$ cat config.mk
export PLATFORM = sky130hd
export DESIGN_NAME = conv_frame_scheduler
export DESIGN_NICKNAME = d
export VERILOG_FILES = /design/src/rtl/conv_pkg.sv /design/src/rtl/conv_kernel_bank.sv /design/src/rtl/conv_frame_scheduler.sv
export SDC_FILE = /design/constraint.sdc
export NUM_CORES = 1
export LEC_CHECK = 0
export BUFFER_PORTS_ARGS = -buffer_cell sky130_fd_sc_hd__buf_4
export CORE_ASPECT_RATIO = 2
export CORE_MARGIN = 3
export CORE_UTILIZATION = 38
export CTS_CLUSTER_DIAMETER = 200
export CTS_CLUSTER_SIZE = 20
export DETAILED_ROUTE_END_ITERATION = 7
export PLACE_DENSITY = 0.57
export SYNTH_ARGS = -nofsm -noshare
export SYNTH_HDL_FRONTEND = slang
export SYNTH_SLANG_ARGS = --single-unit
$ cat constraint.sdc
create_clock -name clk_i -period 7.36 [get_ports clk_i]
set_input_delay 0.368 -clock clk_i [delete_from_list [all_inputs] [get_ports clk_i]]
set_output_delay 0.368 -clock clk_i [all_outputs]
set_load 0.05 [all_outputs]
$ cat src/rtl/conv_pkg.sv
// Shared types and constants for the 3x3 convolution frame scheduler.
package conv_pkg;

  typedef enum logic [1:0] {
    IDLE  = 2'd0,
    ISSUE = 2'd1,
    DRAIN = 2'd2,
    DONE  = 2'd3
  } conv_state_e;

  typedef logic [2:0][2:0][15:0] kernel_t;

  localparam int TAP_IDX_W = 4;

  // Tap 4 (centre) = 1.0 in the filter's fixed-point format, all others 0.
  localparam kernel_t KERNEL_IDENTITY = {64'h0, 16'h0010, 64'h0};

  function automatic logic [TAP_IDX_W-1:0] tap_index(input int row, input int col);
    return TAP_IDX_W'(row * 3 + col);
  endfunction

endpackage

$ cat src/rtl/conv_kernel_bank.sv
// Double-buffered kernel store: host writes the shadow copy, swap to active only from IDLE.
module conv_kernel_bank
  import conv_pkg::*;
(
  input  logic                 clk_i,
  input  logic                 rst_ni,
  input  logic                 cfg_we_i,
  input  logic [TAP_IDX_W-1:0] cfg_addr_i,
  input  logic [15:0]          cfg_data_i,
  input  logic                 cfg_commit_i,
  input  logic                 idle_i,
  input  logic                 start_i,
  output kernel_t              active_o
);

  kernel_t shadow_q, shadow_d;
  kernel_t active_q, active_d;
  logic    pending_q, pending_d;
  logic    swap_s;

  // A commit seen outside IDLE is deferred to the next frame start.
  assign swap_s = idle_i & (cfg_commit_i | (start_i & pending_q));

  // Shadow tap write decode; addresses 9..15 match no tap.
  always_comb begin
    shadow_d = shadow_q;
    if (cfg_we_i) begin
      for (int r = 0; r < 3; r++) begin
        for (int c = 0; c < 3; c++) begin
          if (cfg_addr_i == tap_index(r, c)) begin
            shadow_d[r][c] = cfg_data_i;
          end else begin
            shadow_d[r][c] = shadow_q[r][c];
          end
        end
      end
    end else begin
      shadow_d = shadow_q;
    end
  end

  // Swap and pending-commit bookkeeping.
  always_comb begin
    active_d  = active_q;
    pending_d = pending_q;
    if (swap_s) begin
      active_d  = shadow_q;
      pending_d = 1'b0;
    end else if (cfg_commit_i && !idle_i) begin
      pending_d = 1'b1;
    end else begin
      pending_d = pending_q;
    end
  end

  // Kernel bank state registers.
  always_ff @(posedge clk_i or negedge rst_ni) begin
    if (!rst_ni) begin
      shadow_q  <= KERNEL_IDENTITY;
      active_q  <= KERNEL_IDENTITY;
      pending_q <= 1'b0;
    end else begin
      shadow_q  <= shadow_d;
      active_q  <= active_d;
      pending_q <= pending_d;
    end
  end

  assign active_o = active_q;

endmodule

$ cat src/rtl/conv_frame_scheduler.sv
// Raster-order window scheduler for one 3x3 filter with in-flight limit and output tagging.
// Optional CONV_PERF_CNT_EN adds perf_cycles_o / perf_stall_o counters.
module conv_frame_scheduler
  import conv_pkg::*;
#(
  parameter int  IMG_W        = 28,
  parameter int  IMG_H        = 28,
  parameter int  MAX_INFLIGHT = 8,
  localparam int CW           = $clog2(IMG_H),
  localparam int CWC          = $clog2(IMG_W)
) (
  input  logic                 clk_i,
  input  logic                 rst_ni,
  input  logic                 cfg_we_i,
  input  logic [TAP_IDX_W-1:0] cfg_addr_i,
  input  logic [15:0]          cfg_data_i,
  input  logic                 cfg_commit_i,
  input  logic                 start_i,
  output logic                 busy_o,
  output logic                 done_o,
  output logic                 err_o,
  output logic                 win_req_o,
  output logic [CW-1:0]        win_row_o,
  output logic [CWC-1:0]       win_col_o,
  input  logic                 win_ready_i,
  output logic                 flt_valid_o,
  output kernel_t              flt_k_o,
  input  logic                 flt_valid_i,
  output logic                 out_we_o,
  output logic [CW-1:0]        out_row_o,
  output logic [CWC-1:0]       out_col_o
`ifdef CONV_PERF_CNT_EN
  ,
  output logic [31:0]          perf_cycles_o,
  output logic [31:0]          perf_stall_o
`endif
);

  localparam int NWIN = (IMG_W - 2) * (IMG_H - 2);
  localparam int IFW  = $clog2(MAX_INFLIGHT + 1);
  localparam int RCW  = $clog2(NWIN + 1);

  conv_state_e    state_q, state_d;
  logic [CW-1:0]  row_q, row_d, orow_q, orow_d;
  logic [CWC-1:0] col_q, col_d, ocol_q, ocol_d;
  logic [IFW-1:0] inflight_q, inflight_d;
  logic [RCW-1:0] rcv_q, rcv_d;
  logic           err_q, err_d;
  logic           idle_s, busy_s, start_acc_s, win_req_s, accept_s, out_ok_s, last_win_s;

  assign idle_s      = (state_q == IDLE);
  assign busy_s      = (state_q == ISSUE) || (state_q == DRAIN);
  assign start_acc_s = idle_s & start_i;
  // A returning output frees a slot in the same cycle, so a full pipe may still issue.
  assign win_req_s   = (state_q == ISSUE) & ((inflight_q < IFW'(MAX_INFLIGHT)) | flt_valid_i);
  assign accept_s    = win_req_s & win_ready_i;
  assign out_ok_s    = busy_s & flt_valid_i & (inflight_q != {IFW{1'b0}});
  assign last_win_s  = (row_q == CW'(IMG_H - 3)) && (col_q == CWC'(IMG_W - 3));

  conv_kernel_bank u_kernel_bank (
    .clk_i        (clk_i),
    .rst_ni       (rst_ni),
    .cfg_we_i     (cfg_we_i),
    .cfg_addr_i   (cfg_addr_i),
    .cfg_data_i   (cfg_data_i),
    .cfg_commit_i (cfg_commit_i),
    .idle_i       (idle_s),
    .start_i      (start_i),
    .active_o     (flt_k_o)
  );

  // Window, output-tag, in-flight and received counters.
  always_comb begin
    row_d      = row_q;
    col_d      = col_q;
    orow_d     = orow_q;
    ocol_d     = ocol_q;
    inflight_d = inflight_q;
    rcv_d      = rcv_q;
    if (start_acc_s) begin
      row_d      = {CW{1'b0}};
      col_d      = {CWC{1'b0}};
      orow_d     = {CW{1'b0}};
      ocol_d     = {CWC{1'b0}};
      inflight_d = {IFW{1'b0}};
      rcv_d      = {RCW{1'b0}};
    end else begin
      if (accept_s) begin
        if (col_q == CWC'(IMG_W - 3)) begin
          col_d = {CWC{1'b0}};
          row_d = row_q + CW'(1);
        end else begin
          col_d = col_q + CWC'(1);
        end
      end else begin
        col_d = col_q;
      end
      if (out_ok_s) begin
        rcv_d = rcv_q + RCW'(1);
        if (ocol_q == CWC'(IMG_W - 3)) begin
          ocol_d = {CWC{1'b0}};
          orow_d = orow_q + CW'(1);
        end else begin
          ocol_d = ocol_q + CWC'(1);
        end
      end else begin
        rcv_d = rcv_q;
      end
      case ({accept_s, out_ok_s})
        2'b10:   inflight_d = inflight_q + IFW'(1);
        2'b01:   inflight_d = inflight_q - IFW'(1);
        default: inflight_d = inflight_q;
      endcase
    end
  end

  // Frame FSM next state and sticky protocol error.
  always_comb begin
    state_d = state_q;
    err_d   = err_q;
    case (state_q)
      IDLE:    if (start_i) state_d = ISSUE; else state_d = IDLE;
      ISSUE:   if (accept_s && last_win_s) state_d = DRAIN; else state_d = ISSUE;
      DRAIN:   if (rcv_d == RCW'(NWIN)) state_d = DONE; else state_d = DRAIN;
      DONE:    state_d = IDLE;
      default: state_d = IDLE;
    endcase
    if ((start_i && busy_s) || (flt_valid_i && !out_ok_s)) begin
      err_d = 1'b1;
    end else if (start_acc_s) begin
      err_d = 1'b0;
    end else begin
      err_d = err_q;
    end
  end

  // Scheduler state registers.
  always_ff @(posedge clk_i or negedge rst_ni) begin
    if (!rst_ni) begin
      state_q    <= IDLE;
      row_q      <= {CW{1'b0}};
      col_q      <= {CWC{1'b0}};
      orow_q     <= {CW{1'b0}};
      ocol_q     <= {CWC{1'b0}};
      inflight_q <= {IFW{1'b0}};
      rcv_q      <= {RCW{1'b0}};
      err_q      <= 1'b0;
    end else begin
      state_q    <= state_d;
      row_q      <= row_d;
      col_q      <= col_d;
      orow_q     <= orow_d;
      ocol_q     <= ocol_d;
      inflight_q <= inflight_d;
      rcv_q      <= rcv_d;
      err_q      <= err_d;
    end
  end

  assign busy_o      = busy_s;
  assign done_o      = (state_q == DONE);
  assign err_o       = err_q;
  assign win_req_o   = win_req_s;
  assign win_row_o   = row_q;
  assign win_col_o   = col_q;
  assign flt_valid_o = accept_s;
  assign out_we_o    = out_ok_s;
  assign out_row_o   = orow_q;
  assign out_col_o   = ocol_q;

`ifdef CONV_PERF_CNT_EN
  logic [31:0] pcyc_q, pcyc_d, pstall_q, pstall_d;

  // Every non-accepting ISSUE cycle is a stall: either fetch not ready or in-flight limit.
  always_comb begin
    pcyc_d   = pcyc_q;
    pstall_d = pstall_q;
    if (start_acc_s) begin
      pcyc_d   = 32'd1;
      pstall_d = 32'd0;
    end else if (!idle_s) begin
      pcyc_d = pcyc_q + 32'd1;
      if ((state_q == ISSUE) && !accept_s) begin
        pstall_d = pstall_q + 32'd1;
      end else begin
        pstall_d = pstall_q;
      end
    end else begin
      pcyc_d   = pcyc_q;
      pstall_d = pstall_q;
    end
  end

  // Performance counter registers.
  always_ff @(posedge clk_i or negedge rst_ni) begin
    if (!rst_ni) begin
      pcyc_q   <= 32'd0;
      pstall_q <= 32'd0;
    end else begin
      pcyc_q   <= pcyc_d;
      pstall_q <= pstall_d;
    end
  end

  assign perf_cycles_o = pcyc_q;
  assign perf_stall_o  = pstall_q;
`endif

endmodule
# --- Word-level counts from Yosys, hierarchy flattened ---
# Cells that the tools add are included.
classes:
  magnitude_cmp: 1
  reduce_logical: 30
  n_mux: 24
  eq_ne: 17
  n_addsub: 7
  n_bitwise: 9
op_table:
  columns: ["cell", "n"]
  rows:
  - ["2-to-1 mux 5 bit", 12]
  - ["AND reduction 2 bit", 11]
  - ["adder 5 x 1 -> 5 bit, second input constant", 4]
  - ["2-to-1 mux 10 bit", 2]
  - ["equality test 4 x 3 -> 1 bit, second input constant", 4]
  - ["equality test 5 bit, second input constant", 3]
  - ["nonzero test 2 bit", 6]
  - ["adder 10 x 1 -> 10 bit, second input constant", 1]
  - ["equality test 10 bit, second input constant", 1]
  - ["equality test 4 x 2 -> 1 bit, second input constant", 2]
  - ["case mux 2 bit (4 select lines)", 1]
  - ["case mux 4 bit (2 select lines)", 1]
  - ["bitwise AND 1 bit", 7]
  - ["equality test 2 bit, second input constant", 3]
  - ["2-to-1 mux 1 bit", 6]
  - ["logical AND 1 bit", 5]
  - ["adder 4 x 1 -> 4 bit, second input constant", 1]
  - ["equality test 2 x 1 -> 1 bit, second input constant", 2]
  - ["equality test 4 x 1 -> 1 bit, second input constant", 1]
  - ["equality test 4 bit, second input constant", 1]
  - ["zero test 4 bit", 1]
  - ["less-than comparator 4 bit, second input constant", 1]
  - ["2-to-1 mux 4 bit", 1]
  - ["nonzero test 4 bit", 1]
  - ["7 further kinds", 10]
totals:
  out_inout_bits: 170
  register_bits: 326
  elab_cells: 115

# --- Logic depth before layout (Yosys ltp) ---
# Gate-level depths: netlist (run 1).
depth:
  depth_word: 9
  depth_mapped: 12
  ltp_nobuf: 12

# --- By module ---
# From an unflattened synthesis (run 1), not the netlist that was laid out.
hier_totals:
  hier_cells: 846
  area_unflattened_um2: 12976.2
modules_own_cells:
  columns: ["mod", "n_inst", "seq_area_each_um2", "cells_each", "area_per_inst_um2"]
  rows:
  - ["conv_kernel_bank", 1, 7234.4, 622, 10790.3]
  - ["conv_frame_scheduler", 1, 925.9, 224, 2185.8]

# --- Worst setup path after synthesis (run 1) ---
# No wires, ideal clock.
synth_timing:
  path_type: "register to register"
  start: "reg state_q[0]"
  end: "reg inflight_q[3]"
  t_required_ns: 7.228
  setup_time_ns: 0.132
  slack_ns: 4.571
  path_stages_with_launch: 13
  t_arrival_ns: 2.657
  synth_period_minus_slack_ns: 2.789
  n_path_buf: 0
  path_cell_list: "dfrtp_1 > inv_1 > ha_1 > and2_1 > nand2_1 > nor2_1 > ha_1 > a21o_2 > a21oi_1 > nor3_1 > a21oi_1 > xnor2_1 > nor2_1"
synth_via:
  elab_chain_len: 7
synth_lines:
  columns: ["item", "line_no", "source"]
  rows:
  - ["start: declaration", "conv_frame_scheduler.sv:43", "conv_state_e state_q, state_d;"]
  - ["start signal: assignment", "conv_frame_scheduler.sv:149", "state_q <= state_d;"]
  - ["equality test 2 x 1 -> 1 bit / equality test 2 bit (equally long branches)", "conv_frame_scheduler.sv:52", "assign busy_s = (state_q == ISSUE) || (state_q == DRAIN);"]
  - ["logical OR 1 bit *", "conv_frame_scheduler.sv:52", null]
  - ["via busy_o", "conv_frame_scheduler.sv:19", "output logic busy_o,"]
  - ["bitwise AND 1 bit * (2 in series)", "conv_frame_scheduler.sv:57", "assign out_ok_s = busy_s & flt_valid_i & (inflight_q != {IFW{1'b0}});"]
  - ["equality test 2 x 1 -> 1 bit / equality test 2 bit (equally long branches)", "conv_frame_scheduler.sv:109", "case ({accept_s, out_ok_s})"]
  - ["case mux 4 bit (2 select lines)", "conv_frame_scheduler.sv:109", null]
  - ["2-to-1 mux 4 bit", "conv_frame_scheduler.sv:80", "if (start_acc_s) begin"]
  - ["end signal: assignment", "conv_frame_scheduler.sv:145", "inflight_q <= {IFW{1'b0}};"]
  - ["end signal: assignment", "conv_frame_scheduler.sv:154", "inflight_q <= inflight_d;"]
  - ["end: declaration", "conv_frame_scheduler.sv:46", "logic [IFW-1:0] inflight_q, inflight_d;"]
# The timed path passes the listed nets; every way through them passes the cells marked *.
# A chain may end at the register's enable or synchronous reset.

# --- Worst setup path after layout (run 1) ---
layout_timing:
  start: "reg state_q[0]"
  end: "out out_we_o"
layout_via:
  elab_chain_len: 4
layout_lines:
  columns: ["item", "line_no", "source"]
  rows:
  - ["equality test 2 x 1 -> 1 bit / equality test 2 bit (equally long branches)", "conv_frame_scheduler.sv:52", null]
  - ["logical OR 1 bit *", "conv_frame_scheduler.sv:52", null]
  - ["bitwise AND 1 bit * (2 in series)", "conv_frame_scheduler.sv:57", null]
  - ["end: declaration", "conv_frame_scheduler.sv:29", "output logic out_we_o,"]
# Every way passes the cells marked *; elsewhere a longest branch is shown, timed or not.

==> results of run 1 <==
## cells in the final DEF (no fill, tap or decap), types with 2 or more instances in the layout
master	count
a211oi_1	2
a21o_1	2
a21oi_1	8
and2_1	3
and3_1	3
buf_4	200
clkbuf_1	7
clkbuf_16	21
dfrtp_1	324
dfstp_2	2
ha_1	15
inv_1	14
mux2_2	288
mux2i_1	2
nand2_1	23
nand3_1	9
nand3b_1	3
nand4_1	11
nand4b_1	4
nor2_1	29
nor3_1	6
nor3b_1	2
nor3b_4	2
nor4_1	3
o21a_1	4
o21ai_0	14
o31ai_1	2
xnor2_1	11
xor2_1	11
## sequential cells by signal, indices dropped and copies added (netlist names), named ones only
name / count
err_o: 1
out_row_o: 5
win_col_o: 5
u_kernel_bank.shadow_q: 144
inflight_q: 4
out_col_o: 5
win_row_o: 5
u_kernel_bank.pending_q: 1
rcv_q: 10
u_kernel_bank.active_o: 144
state_q: 1
## final timing paths
kind | start | to | depth (start not counted) | slack [ns]
min in group asynchronous | rst_ni | u_kernel_bank.active_o[130] | 2 | 0.51
min | cfg_commit_i | u_kernel_bank.pending_q | 2 | 0.06
max | state_q[0] | out_we_o | 6 | 4.44
max in group asynchronous | rst_ni | u_kernel_bank.active_o[119] | 3 | 5.42
min reg2reg | u_kernel_bank.shadow_q[44] | u_kernel_bank.active_o[44] | 1 | 0.50
max reg2reg | state_q[0] | inflight_q[3] | 12 | 4.54
## metal layers
metal | vias up | wire, um | GRT usage (%)
li1 | 3381 | - | -
met1 | 3905 | 11300 | 18.7
met2 | 142 | 17300 | 32.8
met3 | 30 | 1810 | 3.99
met4 | 0 | 569 | 4.15
met5 | - | 0 | 0
## critical path, stage by stage (launching register included)
cell	delay, ns
dfrtp_1	0.42
inv_1	0.11
ha_1	0.35
and2_1	0.21
nand2_1	0.17
inv_1	0.46
buf_4	0.30
## timing repair
item,CTS,global route
resized for setup,0,0
hold buffers,1,0
hold endpoints to repair,113,0
setup endpoints to repair,0,0
## report_power, final
group	total, mW	internal [mW]	switching, mW
clock network	1.12	0.529	0.594
logic	0.553	0.269	0.284
registers	2.18	2.02	0.157
## area by class of cell
cell class                      instances  area (sq um)  area share, %
Sequential cell                       326          8160           53.0
Clock buffer                           28           552           3.58
Inverter                               14          52.6          0.341
Multi-Input combinational cell        477          4530           29.4
Clock inverter                          1          16.3          0.106
Tap cell                              432           541           3.51
Timing Repair Buffer                  203          1550           10.0
## cells by family (layout without fill, tap and decap cells)
family,after synthesis,count (layout),synth area share [%]
muxes,290,290,25.3
buffers and inverters,49,246,1.63
xor gates and xnor gates,23,23,1.62
and+or+nand+nor,105,105,4.21
AOI/OAI and AO/OA,42,42,2.11
DFF,326,326,63.4
adders and majority gates,17,17,1.70
## through the flow
step | util, % | power (mW) | instance area (sq um)
2_1_floorplan | - | 2.57 | 12900
3_3_place_gp | 44.7 | 2.76 | 14800
3_5_place_dp | 44.7 | 2.78 | 14800
4_1_cts | 46.4 | 3.92 | 15400
5_1_grt | 46.4 | 4.07 | 15400
6_report | 46.4 | 3.85 | 15400
==> metrics.sh, run 1 <==
STATUS='completed'
CTS_BUFFERS=20
INSERTEDDIODECOUNT=0
DESIGN.FINAL.NETS=1085
SHARE_OF_SYNTHESIZED_AREA_OCCUPIED_BY_FLIP_FLOPS_AND_LATCHES_PCT=63.4
CRITICAL_PATH_CLASS='flip-flop to output pin'
FINAL_LAYOUT_SIZE_SUFFIX_GT1_SHARE_PCT=50.0
CRIT_FANOUT=12
POST_SYNTH_MAIN_AREA_CONTRIBUTORS='dfrtp_1 63%, mux2_2 25%, ha_1 1.5%, nor2_1 0.87%, xnor2_1 0.75%'
LAYOUT.FILLER_CELLS=3044
CLOCK-SKEW-FINAL_NS=0.0208
CTSROOTBUFFERMASTER='clkbuf_16'
NETLIST_AREA_SQ_MM=0.0129
ROUTE.ANTENNA.REMAINING_NETS=0
FIN_HOLD_WS_NS=0.0621
PEAK_VDD_IR_uV=184
GRT_START_MAX_NET_PINS=146
WORST_SLEW_MARGIN_REL_PCT=24.1
DR_TOTAL_VIAS=7458
WL_PER_CELL_UM=20.9
CELL_COUNT_AFTER_PLACEMENT=1451
CTS_MAX_LEVEL=1
FINALWEIGHTEDCONGESTION=0.827
YS_WARN_COUNT=0
SYN-NUM-NETS=895
LEAKAGE_nW=7.64
CAP_VIOL_MAX_COUNT=0
POST_DRT_VIA_CELL_RATIO=5.04
CTSLONGESTPATHBUFFERS=3
DRT_FIRST_PASS_ITERS=4
CORE_AREA_SQ_MM=0.0332
PORT_BUFFERS=196
DESIGN.PORTCOUNT=197
POWERDENSITY_mW_PER_MM2=250
LAYOUT_STAGE_AREA_GROWTH_OVER_THE_SYNTHESIS_RESULT_PCT=19.6
YOSYS-TOP-CELLS-COUNT='324 x dfrtp_1, 288 x mux2_2, 30 x nor2_1'
DIE-HEIGHT_UM=266
SYNTH_EDF_COUNT=0
CLOCK_SINK_COUNT=326
TIMING.SETUP.TNS_NS=0
CLK_TRANSITION_REPORTED_PATHS_NS=0.09
DPL_WORST_SLACK_NS=4.57
FINALNONFILLERCELLS=1481
MAX_FREQ_MHz=343
WORST_SETUP_PATH_END_KIND='output pin'
HOLD_PATH_CLASS='input pin to flip-flop'
SETUP_REPAIR_AFTER_GLOBAL_ROUTING_MISSED_ITS_MARGIN='no'
ANTENNA_FOUND_INITIAL=0
ROUTED_WIRELENGTH_UM=31000
PLACE_HPWL_UM=21200
TCRIT_TCLK_FINAL_PCT=39.6
SYNTH_TOP_CELL_AREA_SHARE_PCT=63.0
NUM_ROWS=94
NUMBER_OF_HOLD_VIOLATIONS_IN_THE_FINAL_REPORT=0
FLOORPLAN.DIE.WIDTH_UM=136
YS_ASYNC_RST_SHARE_PCT=100
DIE-AREA_SQ_MM=0.0363
MAXSLEWVIOLCOUNT=0
YOSYS_REG_BITS=326
GRT_PASS1_VIAS=8007
SYNTH.DISTINCT_CELLS=47
FINAL_REPORT_SETUP_VIOLATION_COUNT=0
CTS_SETUP_BUFFERS=0
SYNTHESIS.INSTANCES=852
WORSTSKEWPAIRLATENCY_NS=0.52
SYNTH.AVG_CELL_AREA_SQ_UM=15.1
YOSYSTOPAREACELL='dfrtp_1'
GLOBAL_ROUTE.USAGE.TOTAL_PCT=17.1
FINALCRITICALPERIOD_NS=2.92
CRITPATHREQUIREDTIME_NS=6.99
DRT_DRC_VIOLATIONS_LEFT=0
INITIAL_UTILIZATION_PCT=38.8
POSTSYNTH.TOPFLOPCELL='dfrtp_1'
CRITPATHLAUNCHTYPE='flip-flop'
CTS_TREE='yes'
SYNTH.MOST_COMMON_CELL='dfrtp_1'
CRITICAL_PATH_AT_NS=2.55
WIRE_LENGTH_OF_THE_FIRST_GLOBAL_ROUTING_PASS_UM=47700
DETAIL_ROUTE.ITER0.VIOLATIONS=219
WORST-SLEW-PIN-TRANSITION_NS=1.14
OVERFLOW=0
FINALWORSTSETUPSLACK_NS=4.44
Power figures use the tool's default switching activity.
==> inputs of run 2 (changes only) <==
- ABC_AREA: not set -> 1
- PLACE_DENSITY: 0.57 -> 0.59
- clock period: 7.36 -> 2.5 ns (I/O delays scaled with it)
==> run 2 against run 1 <==
Final cell count is 36% higher; utilization grew 0.38 points; routed wire length is 13% higher; critical path type is now flip-flop to flip-flop; sequential power increased to 3.8 times the previous value.
==> metrics.sh, run 2 <==
DR_TOTAL_VIAS=9692  # +30%
PLACE_HPWL_UM=23300  # +9.7%
SYNTH.MOST_COMMON_CELL='nand2_1'
FINALWEIGHTEDCONGESTION=0.804  # -2.8%
CTS_BUFFERS=20  # unchanged
LAYOUT_STAGE_AREA_GROWTH_OVER_THE_SYNTHESIS_RESULT_PCT=20.8
CTS_TREE='yes'
FLOORPLAN.DIE.WIDTH_UM=136  # -0.27%
SETUP_REPAIR_AFTER_GLOBAL_ROUTING_MISSED_ITS_MARGIN='no'
WIRE_LENGTH_OF_THE_FIRST_GLOBAL_ROUTING_PASS_UM=54700  # +15%
WORST-R2R-SETUP-SLACK_NS=0.18  # -4.36 ns
POSTSYNTH.TOPFLOPCELL='dfrtp_1'
NETLIST_AREA_SQ_MM=0.0128  # -0.56%
NUMBER_OF_HOLD_VIOLATIONS_IN_THE_FINAL_REPORT=0  # unchanged
DESIGN.FINAL.NETS=1625  # +50%
POWERDENSITY_mW_PER_MM2=1400  # +460%
ANTENNA_FOUND_INITIAL=0  # unchanged
YOSYSTOPAREACELL='dfrtp_1'
WORSTSKEWPAIRLATENCY_NS=0.53  # about the same
CRITPATHREQUIREDTIME_NS=2.90  # -4.09 ns
DRT_DRC_VIOLATIONS_LEFT=0  # unchanged
SYNTH_TOP_CELL_AREA_SHARE_PCT=63.3  # +0.36 points
MAXSLEWVIOLCOUNT=0  # unchanged
YOSYS_REG_BITS=326  # unchanged
TCRIT_TCLK_FINAL_PCT=92.9
GRT_START_MAX_NET_PINS=91  # -38%
WORST_SLEW_MARGIN_REL_PCT=32.9  # +8.8 points
GRT_PASS1_VIAS=9590  # +20%
YOSYS-TOP-CELLS-COUNT='645 x nand2_1, 324 x dfrtp_1, 156 x o21ai_0'
STATUS='completed'
FIN_TOTAL_PWR_mW=21.7  # +460%
DIE-AREA_SQ_MM=0.0361  # -0.54%
SYNTH_EDF_COUNT=0  # unchanged
WL_PER_CELL_UM=17.3  # -17%
WORST-SLEW-PIN-TRANSITION_NS=1.00  # -0.133 ns
CTS_SETUP_BUFFERS=0  # unchanged
NUM_ROWS=94  # unchanged
POST_SYNTH_MAIN_AREA_CONTRIBUTORS='dfrtp_1 63%, nand2_1 19%, o21ai_0 6.1%, inv_1 1.9%, ha_1 1.5%'
YS_ASYNC_RST_SHARE_PCT=100  # unchanged
HOLD_PATH_CLASS='input pin to flip-flop'
FINAL_LAYOUT_SIZE_SUFFIX_GT1_SHARE_PCT=17.6  # -32 points
SYNTH.DISTINCT_CELLS=40  # -15%
CAP_VIOL_MAX_COUNT=0  # unchanged
SYNTHESIS.INSTANCES=1392  # +63%
CTSROOTBUFFERMASTER='clkbuf_16'
DETAIL_ROUTE.ITER0.VIOLATIONS=525  # +140%
STDCELL_AREA_SQ_MM=0.0155  # +0.47%
ROUTED_WIRELENGTH_UM=35000  # +13%
CRITICAL_PATH_CLASS='flip-flop to flip-flop'
GLOBAL_ROUTE.USAGE.TOTAL_PCT=19.5  # +2.4 points
DIE-HEIGHT_UM=266  # -0.28%
CLK_TRANSITION_REPORTED_PATHS_NS=0.08  # about the same
YS_WARN_COUNT=0  # unchanged
MOST-COMMON-LAYOUT-CELLS='644 x nand2_1, 324 x dfrtp_1, 214 x buf_4, 156 x o21ai_0, 65 x inv_1'
DRT_FIRST_PASS_ITERS=5  # +1
COMBINED_AREA_OF_THE_MULTI_INPUT_LOGIC_CELLS_SQ_MM=0.00413  # -8.8%
SYNTH.AVG_CELL_AREA_SQ_UM=9.20  # -39%
CORE_AREA_SQ_MM=0.0330  # -0.35%
CLOCK_SINK_COUNT=326  # unchanged
CTS_MAX_LEVEL=1  # unchanged
CRITPATHLAUNCHTYPE='flip-flop'
REGAREA_SQ_MM=0.00816  # unchanged
FINALCRITICALPERIOD_NS=2.32
MAX_FREQ_MHz=431
FINAL_REPORT_SETUP_VIOLATION_COUNT=0  # unchanged
PORT_BUFFERS=196  # unchanged
CRITICAL_PATH_AT_NS=2.72  # +0.17 ns
LEAKAGE_nW=8.23  # +7.8%
DESIGN.PORTCOUNT=197  # unchanged
CRIT_FANOUT=5  # -7
INITIAL_UTILIZATION_PCT=38.7  # -0.081 points
ROUTE.ANTENNA.REMAINING_NETS=0  # unchanged
FIN_HOLD_WS_NS=0.0242  # -0.0379 ns
DPL_CELL_AREA_SQ_MM=0.0148  # about the same
SHARE_OF_SYNTHESIZED_AREA_OCCUPIED_BY_FLIP_FLOPS_AND_LATCHES_PCT=63.7  # +0.36 points
CLOCK-SKEW-FINAL_NS=0.0199  # -0.000918 ns
CTSLONGESTPATHBUFFERS=3  # unchanged
WORST_SETUP_PATH_END_KIND='flip-flop'
OVERFLOW=0  # unchanged
LAYOUT_COMMONEST_CELL='nand2_1'
LAYOUT.FILLER_CELLS=3266  # +7.3%
SYN-NUM-NETS=1435  # +60%
PEAK_VDD_IR_uV=741  # +300%
TIMING.SETUP.TNS_NS=0  # unchanged
INSERTEDDIODECOUNT=0  # unchanged
POST_DRT_VIA_CELL_RATIO=4.80  # -4.7%
UTILIZATION_PCT=46.8  # +0.38 points
## run 2: cell types whose count changed in the layout (fill, tap and decap cells not counted), sizes merged, moves of 11 or more
cell	change
nand2	+629
xnor2	-11
mux2	-288
o21ai	+147
buf	+18
inv	+55
nand3	+20
## run 2: timing repair
action | CTS | global route
hold buffers | 8 | 0
endpoints found under the hold margin | 74 | 0
gates resized for setup | 0 | 0
## run 2: cell families after synthesis
kind of cell / Yosys count / share of synthesized area, %
AO/OA/AOI/OAI: 183 / 7.44
adder cells (fa/ha/maj): 16 / 1.62
buffers and inverters: 130 / 4.07
flip-flops: 326 / 63.7
AND/OR/NAND/NOR: 731 / 22.7
XOR/XNOR: 6 / 0.410
## run 2: path summary, 6_finish.rpt
path                                                  start                          end  cells after the start
max in group asynchronous                            rst_ni   u_kernel_bank.shadow_q[68]                      3
worst min-delay path                            win_ready_i                 win_col_o[1]                      4
worst min register to register  u_kernel_bank.shadow_q[126]  u_kernel_bank.active_o[126]                      2
worst max-delay path                             state_q[0]                inflight_q[3]                     13
min in group asynchronous                            rst_ni  u_kernel_bank.shadow_q[104]                      2
worst max register to register                   state_q[0]                inflight_q[3]                     13
## run 2: through the flow
stage	cells	worst slack, ns
5_1_grt	2020	0.0354
4_1_cts	2020	0.183
2_1_floorplan	1392	0.0266
3_3_place_gp	1984	0.293
6_report	2020	0.178
3_5_place_dp	1984	0.218
## run 2: report_power, final
group	switching [mW]	internal, mW	total (mW)
Sequential	1.29	7.03	8.32
Clock	1.75	1.55	3.30
Combinational	7.25	2.80	10.0
Total	10.3	11.4	21.7
## run 2: metal layers
layer	track usage (%)	routed length, um
met1	23.1	13400
met2	35.7	18700
met3	2.57	1590
met4	7.28	1270
met5	0	0
## run 2: critical path: stages (launching register included)
cell and delay (ns):
dfrtp_1 0.42, inv_1 0.15, ha_2 0.31, nand2_1 0.09, clkinv_2 0.10, nand2_8 0.09
inv_6 0.03, nand2_2 0.05, inv_1 0.08, ha_1 0.28, a21o_1 0.18, a21oi_1 0.17
xor2_1 0.17, o22ai_1 0.08
## run 2: cell type report
cell class	instances	share of cell area, %
flip-flops and latches	326	52.8
multi-input cells	936	26.7
repair buffers	228	11.6
clock buffers	27	3.54
well taps	432	3.49
inverters	70	1.76
clock inverters	1	0.105
==> inputs of run 3 (changes only) <==
--- a/constraint.sdc
+++ b/constraint.sdc
@@ -3,2 +3,2 @@
 set_output_delay 0.125 -clock clk_i [all_outputs]
-set_load 0.05 [all_outputs]
+set_load 0.02 [all_outputs]
==> run 3 against run 2 <==
Count of clock-buffer cells in the layout did not move; fmax up 2.4%; total power down 13%; cell area rose by 0.18%; combinational power fell by 28%; final cell count about the same; routed wire length up 1.2%; critical path depth unchanged; critical path type unchanged; largest power group is now sequential cells; highest routed layer unchanged.
==> metrics.sh, run 3 (synthesized netlist as in run 2, its figures left out) <==
FIN_HOLD_WS_NS=0.0205  # -0.00372 ns
FIN_TOTAL_PWR_mW=18.8  # -13%
WORST-R2R-SETUP-SLACK_NS=0.23  # +0.05 ns
FINALNONFILLERCELLS=2021  # +0.050%
INSERTEDDIODECOUNT=0  # unchanged
FINALWEIGHTEDCONGESTION=0.849  # +5.5%
MAX_FREQ_MHz=441  # +2.4%
WORST_SLEW_MARGIN_REL_PCT=36.1  # +3.2 points
FINALCRITICALPERIOD_NS=2.27  # -0.0539 ns
CRIT_FANOUT=5  # unchanged
DRT_FIRST_PASS_ITERS=5  # unchanged
DETAIL_ROUTE.ITER0.VIOLATIONS=550  # +4.8%
CLOCK-SKEW-FINAL_NS=0.0177  # -0.00213 ns
GRT_START_MAX_NET_PINS=146  # +60%
HOLD_PATH_CLASS='input pin to flip-flop'
MOST-COMMON-LAYOUT-CELLS='644 x nand2_1, 324 x dfrtp_1, 214 x buf_4, 156 x o21ai_0, 65 x inv_1'
CTSLONGESTPATHBUFFERS=3  # unchanged
INITIAL_UTILIZATION_PCT=38.7  # unchanged
STARTPOINT='state_q[0]'
CAP_VIOL_MAX_COUNT=0  # unchanged
CRIT-REG2REG-LAUNCH='state_q[0]'
CLOCK_SINK_COUNT=326  # unchanged
PLACE_HPWL_UM=23600  # +1.6%
DIE-HEIGHT_UM=266  # unchanged
WL_PER_CELL_UM=17.5  # +1.1%
PORT_BUFFERS=196  # unchanged
R2R-END='inflight_q[3]'
DRT_DRC_VIOLATIONS_LEFT=0  # unchanged
CRITPATHLAUNCHTYPE='flip-flop'
ROUTED_WIRELENGTH_UM=35400  # +1.2%
CTSROOTBUFFERMASTER='clkbuf_16'
FINAL_REPORT_SETUP_VIOLATION_COUNT=0  # unchanged
POST_DRT_VIA_CELL_RATIO=4.83  # +0.57%
GRT_PASS1_VIAS=9624  # +0.35%
TCRIT_TCLK_FINAL_PCT=90.7  # -2.2 points
CTS_SETUP_BUFFERS=0  # unchanged
LEAKAGE_nW=8.24  # +0.15%
REG2REGPATHDEPTH=13  # unchanged
CTS_MAX_LEVEL=1  # unchanged
CRITPATHREQUIREDTIME_NS=2.91  # about the same
OVERFLOW=0  # unchanged
UTILIZATION_PCT=46.9  # +0.083 points
POWERDENSITY_mW_PER_MM2=1210  # -13%
DIE-AREA_SQ_MM=0.0361  # unchanged
STATUS='completed'
FINAL_LAYOUT_SIZE_SUFFIX_GT1_SHARE_PCT=17.6  # +0.052 points
WORSTSETUPENDPOINT='inflight_q[3]'
CELL_COUNT_AFTER_PLACEMENT=1986  # +0.10%
WORSTSKEWPAIRLATENCY_NS=0.52  # about the same
ANTENNA_FOUND_INITIAL=0  # unchanged
WORST_SETUP_PATH_END_KIND='flip-flop'
WORST-SLEW-PIN-TRANSITION_NS=0.956  # -0.0473 ns
WIRE_LENGTH_OF_THE_FIRST_GLOBAL_ROUTING_PASS_UM=55100  # +0.71%
DR_TOTAL_VIAS=9752  # +0.62%
FINALWORSTSETUPSLACK_NS=0.232  # +0.0539 ns
LAYOUT_COMMONEST_CELL='nand2_1'
CORE_AREA_SQ_MM=0.0330  # unchanged
DPL_CELL_AREA_SQ_MM=0.0149  # +0.25%
CTS_TREE='yes'
DESIGN.PORTCOUNT=197  # unchanged
ROUTE.ANTENNA.REMAINING_NETS=0  # unchanged
CLK_TRANSITION_REPORTED_PATHS_NS=0.09  # about the same
DPL_WORST_SLACK_NS=0.252  # +0.0344 ns
FLOORPLAN.DIE.WIDTH_UM=136  # unchanged
PEAK_VDD_IR_uV=1240  # +67%
CRITICAL_PATH_CLASS='flip-flop to flip-flop'
CRITICAL_PATH_AT_NS=2.68  # -0.04 ns
MAXSLEWVIOLCOUNT=0  # unchanged
SETUP_REPAIR_AFTER_GLOBAL_ROUTING_MISSED_ITS_MARGIN='no'
CTS_BUFFERS=20  # unchanged
NUM_ROWS=94  # unchanged
STDCELL_AREA_SQ_MM=0.0155  # +0.18%
DESIGN.FINAL.NETS=1626  # +0.062%
TIMING.SETUP.TNS_NS=0  # unchanged
LAYOUT_STAGE_AREA_GROWTH_OVER_THE_SYNTHESIS_RESULT_PCT=21.1
LAYOUT.FILLER_CELLS=3268  # +0.061%
NUMBER_OF_HOLD_VIOLATIONS_IN_THE_FINAL_REPORT=0  # unchanged
GLOBAL_ROUTE.USAGE.TOTAL_PCT=19.7  # +0.15 points
==> run 3: worst min path at each step <==
| stage | startpoint | to | slack [ns] | cells after the start |
|---|---|---|---|---|
| after floorplan | rst_ni | asynchronous set/reset pin | -0.17 | 0 |
| after detailed placement | rst_ni | u_kernel_bank.active_o[66] | 0.17 | 1 |
| after global routing | win_ready_i | win_col_o[1] | 0.03 | 4 |
| after global placement | rst_ni | u_kernel_bank.active_o[66] | 0.16 | 1 |
| after CTS | win_ready_i | win_col_o[1] | 0.006 | 4 |
| final | win_ready_i | win_col_o[1] | 0.02 | 4 |
==> run 3: routing by layer <==
| layer | part of all wire, % | GRT usage (%) |
|---|---|---|
| met5 | 0 | 0 |
| met2 | 54 | 36.3 |
| met4 | 2.3 | 5.32 |
| met3 | 3.8 | 2.01 |
| met1 | 40 | 24.3 |
==> run 3: power breakdown <==
group	leakage [nW]	switching (mW)	internal [mW]
clock network	0.273	1.75	1.55
logic	3.78	4.41	2.77
registers	4.19	1.29	7.03
==> run 3: cell type report <==
cell class | count | area, sq um | area share, %
flip-flops and latches | 326 | 8160 | 52.7
inverters | 70 | 272 | 1.75
clock inverters | 1 | 16.3 | 0.105
clock buffers | 27 | 548 | 3.54
multi-input cells | 936 | 4130 | 26.6
well taps | 432 | 541 | 3.49
repair buffers | 229 | 1830 | 11.8
==> run 3: repair_timing <==
item / 4_1_cts / 5_1_grt
gates resized for setup: 0 / 0
hold buffers: 7 / 0
hold endpoints to repair: 73 / 0
==> run 3: critical path: stages, from the launching register on <==
cell and delay (ns):
dfrtp_1 0.39, inv_1 0.11, ha_1 0.35, nand2_1 0.10, clkinv_2 0.10, nand2_8 0.09, inv_6 0.03, nand2_2 0.08
inv_1 0.08, ha_1 0.27, a21o_1 0.17, a21oi_1 0.16, xor2_1 0.16, o22ai_1 0.08
